===== src/rtl/sram_pkg.sv =====
// Shared types and constants for the SRAM request arbiter and its counters.
package sram_pkg;

    localparam int DEFAULT_ADDR_W = 18;
    localparam int DEFAULT_DATA_W = 16;

    // Every bit of the read data returned on a timed-out access takes this value.
    localparam logic ERR_FILL_BIT = 1'b1;

    typedef enum logic [1:0] {
        IDLE     = 2'd0,
        BUSY_IF  = 2'd1,
        BUSY_MEM = 2'd2
    } arbState_t;

    // Number of bits needed to hold the values 0..maxVal (at least one bit).
    function automatic int cntWidth(input int maxVal);
        return (maxVal < 1) ? 1 : $clog2(maxVal + 1);
    endfunction

endpackage


===== src/rtl/sram_arb_timer.sv =====
// Clearable saturating up-counter with a terminal-count flag.
// The counter stops at MAX_CNT; tc_o is high whenever the count equals TC_AT.
module sram_arb_timer
    import sram_pkg::*;
#(
    parameter int MAX_CNT = 15,
    parameter int TC_AT   = MAX_CNT
) (
    input  logic clk_i,
    input  logic rst_i,
    input  logic clr_i,
    input  logic inc_i,
    output logic tc_o
);

    localparam int W = cntWidth(MAX_CNT);
    localparam logic [W-1:0] MAX_V = W'(MAX_CNT);
    localparam logic [W-1:0] TC_V  = W'(TC_AT);

    logic [W-1:0] cnt_q;
    logic [W-1:0] cnt_d;

    // Clear wins over increment; the count holds once it reaches MAX_CNT.
    always_comb begin
        cnt_d = cnt_q;
        if (clr_i) begin
            cnt_d = '0;
        end else if (inc_i && (cnt_q != MAX_V)) begin
            cnt_d = cnt_q + W'(1);
        end
    end

    // Count register, cleared asynchronously.
    always_ff @(posedge clk_i or posedge rst_i) begin
        if (rst_i) begin
            cnt_q <= '0;
        end else begin
            cnt_q <= cnt_d;
        end
    end

    assign tc_o = (cnt_q == TC_V);

endmodule


===== src/rtl/sram_arbiter.sv =====
// Arbitrates the CPU instruction-fetch and data-memory ports onto the single
// request/acknowledge interface of the SRAM pin controller. MEM normally wins,
// IF is forced through after STARVE_LIMIT back-to-back MEM grants, and an access
// that sees no acknowledge for TIMEOUT busy cycles is aborted with bus_err.
module sram_arbiter
    import sram_pkg::*;
#(
    parameter int ADDR_W       = DEFAULT_ADDR_W,
    parameter int DATA_W       = DEFAULT_DATA_W,
    parameter int STARVE_LIMIT = 4,
    parameter int TIMEOUT      = 15
) (
    input  logic              CLK,
    input  logic              RST,

    input  logic              if_req,
    input  logic [ADDR_W-1:0] if_addr,
    output logic [DATA_W-1:0] if_rdata,
    output logic              if_ready,

    input  logic              mem_req,
    input  logic              mem_we,
    input  logic [ADDR_W-1:0] mem_addr,
    input  logic [DATA_W-1:0] mem_wdata,
    output logic [DATA_W-1:0] mem_rdata,
    output logic              mem_ready,

    output logic              sram_req,
    output logic              sram_we,
    output logic [ADDR_W-1:0] sram_addr,
    output logic [DATA_W-1:0] sram_wdata,
    input  logic [DATA_W-1:0] sram_rdata,
    input  logic              sram_ack,

    output logic              bus_err
);

    localparam logic [DATA_W-1:0] ERR_RDATA = {DATA_W{ERR_FILL_BIT}};

    arbState_t         state_q;
    logic              sramReq_q;
    logic              sramWe_q;
    logic [ADDR_W-1:0] sramAddr_q;
    logic [DATA_W-1:0] sramWdata_q;
    logic [DATA_W-1:0] ifRdata_q;
    logic [DATA_W-1:0] memRdata_q;
    logic              ifReady_q;
    logic              memReady_q;
    logic              busErr_q;

    logic isIdle;
    logic isBusy;
    logic grantIf;
    logic grantMem;
    logic starveHit;
    logic starveClr;
    logic starveInc;
    logic timeoutHit;
    logic timeoutAbort;
    logic timeoutInc;

    // Grant decision in IDLE: MEM first unless IF has been passed over too often.
    always_comb begin
        isIdle       = (state_q == IDLE);
        isBusy       = (state_q == BUSY_IF) || (state_q == BUSY_MEM);
        grantIf      = isIdle && if_req && (!mem_req || starveHit);
        grantMem     = isIdle && mem_req && !grantIf;
        starveClr    = !if_req || grantIf;
        starveInc    = grantMem && if_req;
        timeoutInc   = isBusy && !sram_ack;
        timeoutAbort = timeoutInc && timeoutHit;
    end

    // Consecutive MEM grants while IF waits; saturates at STARVE_LIMIT.
    sram_arb_timer #(
        .MAX_CNT (STARVE_LIMIT),
        .TC_AT   (STARVE_LIMIT)
    ) u_starve (
        .clk_i (CLK),
        .rst_i (RST),
        .clr_i (starveClr),
        .inc_i (starveInc),
        .tc_o  (starveHit)
    );

    // Busy cycles without acknowledge; flags the cycle whose increment reaches
    // TIMEOUT so the abort lands on that same edge.
    sram_arb_timer #(
        .MAX_CNT (TIMEOUT),
        .TC_AT   (TIMEOUT - 1)
    ) u_timeout (
        .clk_i (CLK),
        .rst_i (RST),
        .clr_i (grantIf || grantMem),
        .inc_i (timeoutInc),
        .tc_o  (timeoutHit)
    );

    // Arbitration FSM with all controller-side and master-side outputs registered.
    always_ff @(posedge CLK or posedge RST) begin
        if (RST) begin
            state_q     <= IDLE;
            sramReq_q   <= 1'b0;
            sramWe_q    <= 1'b0;
            sramAddr_q  <= '0;
            sramWdata_q <= '0;
            ifRdata_q   <= '0;
            memRdata_q  <= '0;
            ifReady_q   <= 1'b0;
            memReady_q  <= 1'b0;
            busErr_q    <= 1'b0;
        end else begin
            ifReady_q  <= 1'b0;
            memReady_q <= 1'b0;
            busErr_q   <= 1'b0;
            case (state_q)
                IDLE: begin
                    if (grantIf) begin
                        state_q    <= BUSY_IF;
                        sramReq_q  <= 1'b1;
                        sramWe_q   <= 1'b0;
                        sramAddr_q <= if_addr;
                    end else if (grantMem) begin
                        state_q     <= BUSY_MEM;
                        sramReq_q   <= 1'b1;
                        sramWe_q    <= mem_we;
                        sramAddr_q  <= mem_addr;
                        sramWdata_q <= mem_wdata;
                    end
                end
                BUSY_IF: begin
                    if (sram_ack) begin
                        state_q   <= IDLE;
                        sramReq_q <= 1'b0;
                        ifRdata_q <= sram_rdata;
                        ifReady_q <= 1'b1;
                    end else if (timeoutAbort) begin
                        state_q   <= IDLE;
                        sramReq_q <= 1'b0;
                        ifRdata_q <= ERR_RDATA;
                        ifReady_q <= 1'b1;
                        busErr_q  <= 1'b1;
                    end
                end
                BUSY_MEM: begin
                    if (sram_ack) begin
                        state_q    <= IDLE;
                        sramReq_q  <= 1'b0;
                        memReady_q <= 1'b1;
                        if (!sramWe_q) begin
                            memRdata_q <= sram_rdata;
                        end
                    end else if (timeoutAbort) begin
                        state_q    <= IDLE;
                        sramReq_q  <= 1'b0;
                        memRdata_q <= ERR_RDATA;
                        memReady_q <= 1'b1;
                        busErr_q   <= 1'b1;
                    end
                end
                default: begin
                    state_q   <= IDLE;
                    sramReq_q <= 1'b0;
                end
            endcase
        end
    end

    assign sram_req   = sramReq_q;
    assign sram_we    = sramWe_q;
    assign sram_addr  = sramAddr_q;
    assign sram_wdata = sramWdata_q;
    assign if_rdata   = ifRdata_q;
    assign if_ready   = ifReady_q;
    assign mem_rdata  = memRdata_q;
    assign mem_ready  = memReady_q;
    assign bus_err    = busErr_q;

endmodule


===== config.mk =====
export PLATFORM = sky130hd
export DESIGN_NAME = sram_arbiter
export DESIGN_NICKNAME = d
export VERILOG_FILES = /design/src/rtl/sram_pkg.sv /design/src/rtl/sram_arb_timer.sv /design/src/rtl/sram_arbiter.sv
export SDC_FILE = /design/constraint.sdc
export NUM_CORES = 1
export LEC_CHECK = 0
export ABC_AREA = 1
export CORE_ASPECT_RATIO = 0.9
export CORE_UTILIZATION = 46
export DETAILED_ROUTE_END_ITERATION = 8
export PLACE_DENSITY_LB_ADDON = 0.15
export SLEW_MARGIN = 5
export SYNTH_ARGS = -nofsm -noshare
export SYNTH_HDL_FRONTEND = slang
export SYNTH_SLANG_ARGS = --single-unit
export TNS_END_PERCENT = 5

===== constraint.sdc =====
create_clock -name CLK -period 5.75 [get_ports CLK]
set_input_delay 1.725 -clock CLK [delete_from_list [all_inputs] [get_ports CLK]]
set_output_delay 1.725 -clock CLK [all_outputs]
set_load 0.02 [all_outputs]

==> key figures, run 1 <==
Run status
  – Status: complete, no violations

Worst setup path
  – Most frequent CP cell: nand2_1
  – Critical path's largest stage delay: 0.69 ns
  – Crit path arrival time: 3.86 ns
  – Worst EP required: 5.99 ns
  – Max Fanout on Critical Path: 21
  – Startpoint types: input port
  – Worst reg-to-reg path cell count: 7
  – CP startpoint: if_req
  – Worst R2R Setup Slack: 3.46 ns
  – Worst Setup EP: sram_wdata[15]
  – Crit end category: flop
  – RR Startpoint: state_q[0]
  – Slowest cell on the critical path: nor2_2
  – CP cell instances: clkdlybuf4s50_1, inv_1, nand2_1, nand2_1, nor2_2, inv_2, nand2_1, nand2_1
  – End of the worst register-to-register path: sram_wdata[15]
  – Kind of critical path: input port to flop

Pwr
  – Pwr Density: 549 nW/um^2
  – Switching Share: 40.0%
  – Pint: 1.73 mW
  – P_leak: 2.47 nW
  – Clock network power share: 17.3%
  – Reg power frac: 33.8%
  – Net Sw Power: 1.15 mW
  – Part of the power in combinational logic: 48.9%
  – Max VDD drop: 314 uV

Drt
  – DRT Pass-1 Iters: 4
  – Vias per inst: 4.95
  – # DRC: 0
  – Vias post-DR: 3194
  – Mean routed wirelength per cell: 13.7 um
  – Final antenna-violating net count: 0
  – Total Routed Length: 8860 um
  – DRT iter0 DRCs: 135

GRT
  – First-pass GRT wire length: 14500 um
  – GR Util All Layers: 23.4%
  – Vias in the first global route: 3165
  – Initial antenna violation count: 0
  – Largest net degree at the start of global routing: 54
  – GRT Residual Overflow: 0

STA
  – WHS: 0.474 ns
  – Peak Freq: 276 MHz
  – Worst setup margin: 2.13 ns
  – Tcrit/Tclk final: 62.9%
  – Endpoints failing setup: 0
  – Worst Tran Pin Value: 0.886 ns
  – Slew HR: 40.9%
  – RSZ-0062 raised after global routing: false
  – Clk_skew: 0.0128 ns
  – Post-route setup TNS: 0 ns
  – Hold Violations, Final: 0
  – Slew Viols, Final: 0
  – Crit path time final: 3.62 ns

Logic synthesis
  – Seq/Total Area, Yosys: 56.5%
  – EDFF count, synth: 0
  – Syn Std Cell Area: 3540 sq um
  – Post-Synthesis Cells: 408
  – Post-synth ARST share: 100%
  – Main synth FF type: dfrtp_1
  – Syn avg cell area: 8.68 sq um
  – YS warnings: 0
  – Unique cell type count in the Yosys netlist: 25
  – Mapped Nets: 489
  – FF+latch count, synth: 80

CTS
  – CTS Hold Bufs: 0
  – H-Tree Level Count: 3
  – CTS clk-pin slew, worst paths: 0.08 ns
  – Clock Path Buffers: 2
  – Setup Fix Bufs, Post-CTS: 0
  – Clk root buf: clkbuf_8
  – TritonCTS clock tree: built
  – CTS buffer count: 9
  – Worst-skew pair later-pin latency: 0.36 ns
  – Sink Count: 80
  – CTS resizes: 0

Final layout
  – Sequential Area: 2000 sq um
  – Most frequent cells in the layout: 171 x nand2_1, 144 x clkdlybuf4s50_1, 80 x dfrtp_1, 24 x nor2_1, 22 x o21ai_0
  – Nets: 628
  – Area of the multi-input gates: 1390 sq um
  – Fraction of layout cells with a size suffix above 1: 7.43%
  – Fillcell total: 591
  – Diode count: 0
  – Commonest non-fill, non-tap cell in the layout: nand2_1
  – Area Growth Syn to Fin: 48.5%

Floorplanning
  – DIE WIDTH: 94.5 um
  – I/O pin count: 145
  – Row count: 29
  – Core footprint: 7260 sq um
  – Die ar.: 8060 sq um
  – Starting density of the core: 48.8%
  – Die span in y: 85.3 um

Worst hold path
  – Worst Hold Class: flop to flop

Placement
  – DP HPWL: 6420 um
  – Final RePlAce weighted congestion: 0.845
  – # port buffers: 144
  – Pre-CTS WS: 1.76 ns

Run
  – Max-cap viol count: 0
-- flip-flops by register name, summed over array words and instances, names as in the netlist --
name and flops:
sram_addr 18, if_rdata 16, mem_rdata 16, sram_wdata 16
u_timeout.cnt_q 4, u_starve.cnt_q 3, state_q 2, bus_err 1
if_ready 1, mem_ready 1, sram_req 1, sram_we 1
-- metal layers --
layer	up-vias	global-route usage (%)	share of wire [%]
met2	120	38.0	48
met1	1484	29.3	43
li1	1576	-	-
met4	0	8.82	1.5
met5	-	0	0
met3	14	7.35	7.2
-- metrics by stage --
| step | instance area [sq um] | power [mW] | cells | util [%] |
|---|---|---|---|---|
| 6_report | 5260 | 2.88 | 645 | 72.5 |
| 5_1_grt | 5260 | 3.07 | 645 | 72.5 |
| 4_1_cts | 5260 | 2.91 | 645 | 72.5 |
| 3_5_place_dp | 5020 | 2.40 | 629 | 69.2 |
| 3_3_place_gp | 5020 | 2.37 | 629 | 69.2 |
| 2_1_floorplan | 3540 | 1.74 | 408 | - |
-- cell type report --
class / count / share of cell area, %
Sequential cell: 80 / 38.1
Timing Repair Buffer: 145 / 27.6
Multi-Input combinational cell: 296 / 26.5
Clock buffer: 11 / 2.50
Tap cell: 93 / 2.21
Clock inverter: 5 / 1.97
Inverter: 15 / 1.19
-- power by group through the flow --
stage | Sequential [mW] | Clock, mW | Combinational (mW)
3_5_place_dp | 0.980 | 0 | 1.42
3_3_place_gp | 0.974 | 0 | 1.39
5_1_grt | 1.00 | 0.529 | 1.53
6_report | 0.976 | 0.498 | 1.41
2_1_floorplan | 1.26 | 0 | 0.479
4_1_cts | 0.976 | 0.505 | 1.43
-- cells in the mapped netlist, types with 2 or more instances --
cell      count  area (sq um)
a21oi_1      19          95.1
xor2_1        2          17.5
o21ai_0      22           110
nand2_1     171           642
nand4_1      20           125
or2_2        16           100
buf_2         8          40.0
nor2_1       24          90.1
nand3_1       7          35.0
dfrtp_1      80          2000
clkbuf_1      7          26.3
inv_2         2          7.51
inv_1        12          45.0
ha_1          7          87.6
-- how the worst min path moves through the flow --
stage	from	depth (start not counted)	slack, ns	to
final	mem_rdata[13]	2	0.47	mem_rdata[13]
after CTS	mem_rdata[15]	2	0.48	mem_rdata[15]
after floorplan	state_q[1]	2	0.47	state_q[1]
after detailed placement	mem_rdata[3]	2	0.46	mem_rdata[3]
after global routing	mem_rdata[8]	2	0.49	mem_rdata[8]
after global placement	mem_rdata[3]	2	0.45	mem_rdata[3]
-- kinds of logic after synthesis --
kind of cell | count (synthesis) | share of synthesized area (%)
compound gates | 43 | 6.78
xor+xnor | 2 | 0.495
fa+ha+maj | 7 | 2.47
buf+inv | 32 | 4.13
flops | 80 | 56.5
simple gates | 244 | 29.6
-- critical path: cells and delay by family --
kind,cells,cell delay [ns]
simple gates,5,1.12
buf+inv,3,1.02
No activity file was read; power rests on OpenSTA's default activity.
==> inputs of run 2 (changes only) <==
Settings changed: CORE_UTILIZATION 46 to 43.
Clock period 5.75 ns to 3.6 ns, I/O delays scaled along.
==> key figures, run 2 (synthesis results as in run 1) <==
Run status
  – Status: finished with violations (was complete, no violations)
  – Failing checks: DRC

Drt
  – Total Routed Length: 8870 um (was 8860 um)
  – Vias post-DR: 3198 (was 3194)
  – Mean routed wirelength per cell: 13.6 um (was 13.7 um)
  – DRT Pass-1 Iters: 6 (was 4)
  – DRT iter0 DRCs: 138 (was 135)
  – Final antenna-violating net count: 0 (unchanged)
  – Vias per inst: 4.90 (was 4.95)
  – # DRC: 18 (was 0)

Final layout
  – Max reg flops: 18 (unchanged)
  – Diode count: 0 (unchanged)
  – Final Util: 65.3% (was 72.5%)
  – Fraction of layout cells with a size suffix above 1: 8.12% (was 7.43%)
  – Area Growth Syn to Fin: 48.1% (was 48.5%)
  – Most frequent cells in the layout: 171 x nand2_1, 144 x clkdlybuf4s50_1, 80 x dfrtp_1, 24 x nor2_1, 22 x o21ai_0 (unchanged)
  – Commonest non-fill, non-tap cell in the layout: nand2_1 (unchanged)
  – Nets: 630 (was 628)

STA
  – Endpoints failing setup: 0 (unchanged)
  – Worst setup margin: 0.909 ns (was 2.13 ns)
  – Slew Viols, Final: 0 (unchanged)
  – Post-route setup TNS: 0 ns (unchanged)
  – RSZ-0062 raised after global routing: false (unchanged)
  – Clk_skew: 0.0114 ns (was 0.0128 ns)
  – Crit path time final: 2.69 ns
  – Worst Tran Pin Value: 0.736 ns (was 0.886 ns)
  – Hold Violations, Final: 0 (unchanged)
  – Slew HR: 50.8% (was 40.9%)
  – Peak Freq: 372 MHz
  – Tcrit/Tclk final: 74.7%

Floorplanning
  – I/O pin count: 145 (unchanged)
  – Die ar.: 8610 sq um (was 8060 sq um)
  – Core footprint: 8030 sq um (was 7260 sq um)
  – Row count: 31 (was 29)
  – DIE WIDTH: 97.7 um (was 94.5 um)
  – Die span in y: 88.1 um (was 85.3 um)
  – Starting density of the core: 44.1% (was 48.8%)

GRT
  – First-pass GRT wire length: 14400 um (was 14500 um)
  – Met1 GRT Util: 26.0% (was 29.3%)
  – Initial antenna violation count: 0 (unchanged)
  – Met3 Track Usage GR: 6.86% (was 7.35%)
  – GR Util All Layers: 21.4% (was 23.4%)
  – Met2 usage: 36.5% (was 38.0%)
  – GR peak layer: met2 (unchanged)
  – Largest net degree at the start of global routing: 49 (was 54)
  – GRT Residual Overflow: 0 (unchanged)
  – Vias in the first global route: 3123 (was 3165)

CTS
  – CTS Hold Bufs: 0 (unchanged)
  – CTS buffer count: 9 (unchanged)
  – H-Tree Level Count: 3 (unchanged)
  – Setup Fix Bufs, Post-CTS: 0 (unchanged)
  – Clock Path Buffers: 2 (unchanged)
  – CTS clk-pin slew, worst paths: 0.09 ns (was 0.08 ns)
  – Clk root buf: clkbuf_8 (unchanged)
  – TritonCTS clock tree: built (unchanged)
  – Sink Count: 80 (unchanged)
  – Worst-skew pair later-pin latency: 0.36 ns (about the same)
  – CTS resizes: 0 (unchanged)

Worst setup path
  – Max Fanout on Critical Path: 16 (was 21)
  – CP cell instances: clkdlybuf4s50_1, inv_1, nand2_1, nand2_1, nor2_2, inv_2, nand2_1, nand2_1 (unchanged)
  – Startpoint types: input port (unchanged)
  – Worst EP required: 3.85 ns (was 5.99 ns)
  – Crit path arrival time: 2.94 ns (was 3.86 ns)
  – Buffers and inverters on the worst path: 3 (unchanged)
  – Worst R2R Setup Slack: 1.58 ns (was 3.46 ns)
  – Crit end category: flop (unchanged)
  – Kind of critical path: input port to flop (unchanged)
  – CP top delay family: buffers and inverters (was simple AND/OR/NAND/NOR gates)
  – Most frequent CP cell: nand2_1 (unchanged)
  – Slowest cell on the critical path: clkdlybuf4s50_1 (was nor2_2)
  – Critical path's largest stage delay: 0.62 ns (was 0.69 ns)

Placement
  – Pre-CTS WS: 0.532 ns (was 1.76 ns)
  – # port buffers: 144 (unchanged)
  – Final RePlAce weighted congestion: 0.820 (was 0.845)
  – DP HPWL: 6320 um (was 6420 um)

Pwr
  – Pwr Density: 849 nW/um^2 (was 549 nW/um^2)
  – Max VDD drop: 412 uV (was 314 uV)
  – Tot Pwr: 4.45 mW (was 2.88 mW)
  – P_leak: 2.45 nW (was 2.47 nW)

Run
  – Max-cap viol count: 0 (unchanged)

Worst hold path
  – Worst Hold Class: flop to flop (unchanged)
[run 2: cell types whose count changed in the layout (fill, tap and decap cells not counted), moves of 2 or more]
cell and delta:
bufinv_16 -3, inv_6 +2, clkbuf_1 -2, clkinvlp_4 +3
[run 2: final cells by class]
cell class              count  area [sq um]
clock buffers              10           138
clock inverters             6          48.8
fillers                   691          2780
inverters                  15          62.6
multi-input cells         296          1390
flip-flops and latches     80          2000
well taps                  99           124
repair buffers            147          1480
[run 2: per-layer routing]
metal	routed length, um	vias to the layer above
met3	640	10
met4	98	0
li1	-	1588
met2	4230	100
met5	0	-
met1	3900	1500
[run 2: final timing paths]
check	end	cells after the start	start
max	sram_wdata[3]	8	if_req
min	mem_rdata[0]	2	mem_rdata[0]
max reg2reg	sram_wdata[3]	7	state_q[0]
min reg2reg	mem_rdata[0]	2	mem_rdata[0]
max in group asynchronous	u_timeout.cnt_q[3]	3	RST
min in group asynchronous	sram_wdata[7]	2	RST
[run 2: power breakdown]
group	internal (mW)	switching [mW]
combinational	1.00	1.28
clock	0.276	0.351
sequential	1.31	0.236
[run 2: worst min-delay path: stages, from the launching register on]
cell     delay, ns
dfrtp_1       0.35
nand2_1       0.05
nand2_1       0.04
[run 2: per-stage QoR]
stage	std cells	cell area [sq um]	hold slack, ns
2_1_floorplan	408	3540	0.474
3_3_place_gp	637	5060	0.453
4_1_cts	653	5250	0.480
3_5_place_dp	637	5060	0.457
6_report	653	5250	0.475
5_1_grt	653	5250	0.504
==> inputs of run 3 (changes only) <==
Clock period 3.6 ns to 2.8 ns, I/O delays scaled along.
==> key figures, run 3 (synthesis results as in run 1) <==
Final layout
  – Max reg flops: 18 (unchanged)
  – Diode count: 0 (unchanged)
  – Area of the multi-input gates: 1390 sq um (unchanged)
  – Sequential Area: 2000 sq um (unchanged)
  – Fraction of layout cells with a size suffix above 1: 8.78% (was 8.12%)
  – Nets: 636 (was 630)
  – Area Growth Syn to Fin: 50.0% (was 48.1%)
  – Commonest non-fill, non-tap cell in the layout: nand2_1 (unchanged)
  – Fillcell total: 661 (was 691)
  – Most frequent cells in the layout: 171 x nand2_1, 144 x clkdlybuf4s50_1, 80 x dfrtp_1, 24 x nor2_1, 22 x o21ai_0 (unchanged)

GRT
  – Vias in the first global route: 3063 (was 3123)
  – First-pass GRT wire length: 13900 um (was 14400 um)
  – Initial antenna violation count: 0 (unchanged)
  – GR Util All Layers: 20.6% (was 21.4%)
  – Largest net degree at the start of global routing: 46 (was 49)
  – GRT Residual Overflow: 0 (unchanged)

Drt
  – DRT Pass-1 Iters: 7 (was 6)
  – Vias post-DR: 3204 (was 3198)
  – Total Routed Length: 8730 um (was 8870 um)
  – DRT iter0 DRCs: 148 (was 138)
  – Vias per inst: 4.88 (was 4.90)
  – Mean routed wirelength per cell: 13.3 um (was 13.6 um)
  – # DRC: 18 (unchanged)
  – Final antenna-violating net count: 0 (unchanged)

Floorplanning
  – Core footprint: 8030 sq um (unchanged)
  – Row count: 31 (unchanged)
  – I/O pin count: 145 (unchanged)
  – Die ar.: 8610 sq um (unchanged)
  – DIE WIDTH: 97.7 um (unchanged)
  – Die span in y: 88.1 um (unchanged)
  – Starting density of the core: 44.1% (unchanged)

Worst hold path
  – Worst Hold Class: flop to flop (unchanged)

CTS
  – CTS buffer count: 9 (unchanged)
  – CTS Hold Bufs: 0 (unchanged)
  – Setup Fix Bufs, Post-CTS: 0 (unchanged)
  – Clk root buf: clkbuf_8 (unchanged)
  – Worst-skew pair later-pin latency: 0.34 ns (was 0.36 ns)
  – Clock Path Buffers: 2 (unchanged)
  – H-Tree Level Count: 3 (unchanged)
  – Sink Count: 80 (unchanged)
  – CTS clk-pin slew, worst paths: 0.08 ns (was 0.09 ns)
  – CTS resizes: 0 (unchanged)
  – TritonCTS clock tree: built (unchanged)

STA
  – Worst Tran Pin Value: 0.679 ns (was 0.736 ns)
  – Slew HR: 54.8% (was 50.8%)
  – Peak Freq: 456 MHz
  – Hold Violations, Final: 0 (unchanged)
  – Clk_skew: 0.00925 ns (was 0.0114 ns)
  – Tcrit/Tclk final: 78.3%
  – Crit path time final: 2.19 ns
  – Endpoints failing setup: 0 (unchanged)
  – Slew Viols, Final: 0 (unchanged)
  – RSZ-0062 raised after global routing: false (unchanged)
  – Post-route setup TNS: 0 ns (unchanged)

Worst setup path
  – Max Fanout on Critical Path: 3 (was 16)
  – Crit path arrival time: 1.35 ns (was 2.94 ns)
  – CP top delay family: buffers and inverters (unchanged)
  – Kind of critical path: flop to primary output (was input port to flop)
  – Buffers and inverters on the worst path: 1 (was 3)
  – Slowest cell on the critical path: clkdlybuf4s50_1 (unchanged)
  – Startpoint types: flop (was input port)
  – Crit end category: primary output (was flop)
  – CP cell instances: clkdlybuf4s50_1 (was clkdlybuf4s50_1, inv_1, nand2_1, nand2_1, nor2_2, inv_2, nand2_1, nand2_1)
  – Worst EP required: 1.96 ns (was 3.85 ns)
  – Critical path's largest stage delay: 0.63 ns (was 0.62 ns)

Placement
  – Final RePlAce weighted congestion: 0.768 (was 0.820)
  – # port buffers: 144 (unchanged)
  – DP HPWL: 6310 um (was 6320 um)

Pwr
  – Tot Pwr: 5.84 mW (was 4.45 mW)
  – Pwr Density: 1100 nW/um^2 (was 849 nW/um^2)
  – P_leak: 2.50 nW (was 2.45 nW)
  – Max VDD drop: 653 uV (was 412 uV)

Run status
  – Status: finished with violations (unchanged)
  – Failing checks: DRC (unchanged)

Run
  – Max-cap viol count: 0 (unchanged)
## run 3: cell types whose count changed in the layout (fill, tap and decap cells not counted)
cell	change
inv_6	-3
buf_4	+6
clkinv_2	+1
clkinvlp_4	-2
bufinv_16	+2
## run 3: tightest hold or removal path: cells and delay by family, from the launching register on
| family | cells | cell delay (ns) |
|---|---|---|
| flip-flops | 1 | 0.34 |
| AND/OR/NAND/NOR | 2 | 0.11 |
## run 3: area by class of cell
| class | instances | share of cell area [%] |
|---|---|---|
| clock buffers | 10 | 2.59 |
| clock inverters | 4 | 1.32 |
| inverters | 15 | 1.22 |
| multi-input cells | 296 | 26.2 |
| flip-flops and latches | 80 | 37.7 |
| well taps | 99 | 2.33 |
| repair buffers | 153 | 28.6 |
## run 3: worst paths after layout
kind,from,to,slack (ns),cells after the start
max reg2reg,state_q[1],if_rdata[0],0.89,8
min in group asynchronous,RST,if_rdata[6],0.88,2
min,mem_rdata[7],mem_rdata[7],0.47,2
min reg2reg,mem_rdata[7],mem_rdata[7],0.47,2
max,sram_we,sram_we,0.61,1
max in group asynchronous,RST,sram_addr[15],1.35,3
## run 3: metrics by stage
stage          util (%)  worst slack, ns  instance area (sq um)  hold slack, ns  cells
2_1_floorplan         -            0.942                   3550           0.474    408
5_1_grt            66.2            0.564                   5310           0.499    657
3_5_place_dp       63.6            0.347                   5110           0.459    643
3_3_place_gp       63.6            0.408                   5110           0.453    643
6_report           66.2            0.607                   5310           0.474    657
4_1_cts            66.2            0.584                   5310           0.479    657
## run 3: power breakdown
part	internal [mW]	switching [mW]	leakage, nW
clock network	0.514	0.390	0.108
registers	1.69	0.306	0.977
logic	1.32	1.63	1.41
## run 3: metal layers
layer  routed length (um)  track usage, %  up-vias  share of wire [%]
li1                     -               -     1600                  -
met1                 3890            25.9     1496                 44
met2                 4170            34.1      106                 48
met3                  632            7.18        2                7.2
met4                   44            6.06        0               0.50
met5                    0               0        -                  0
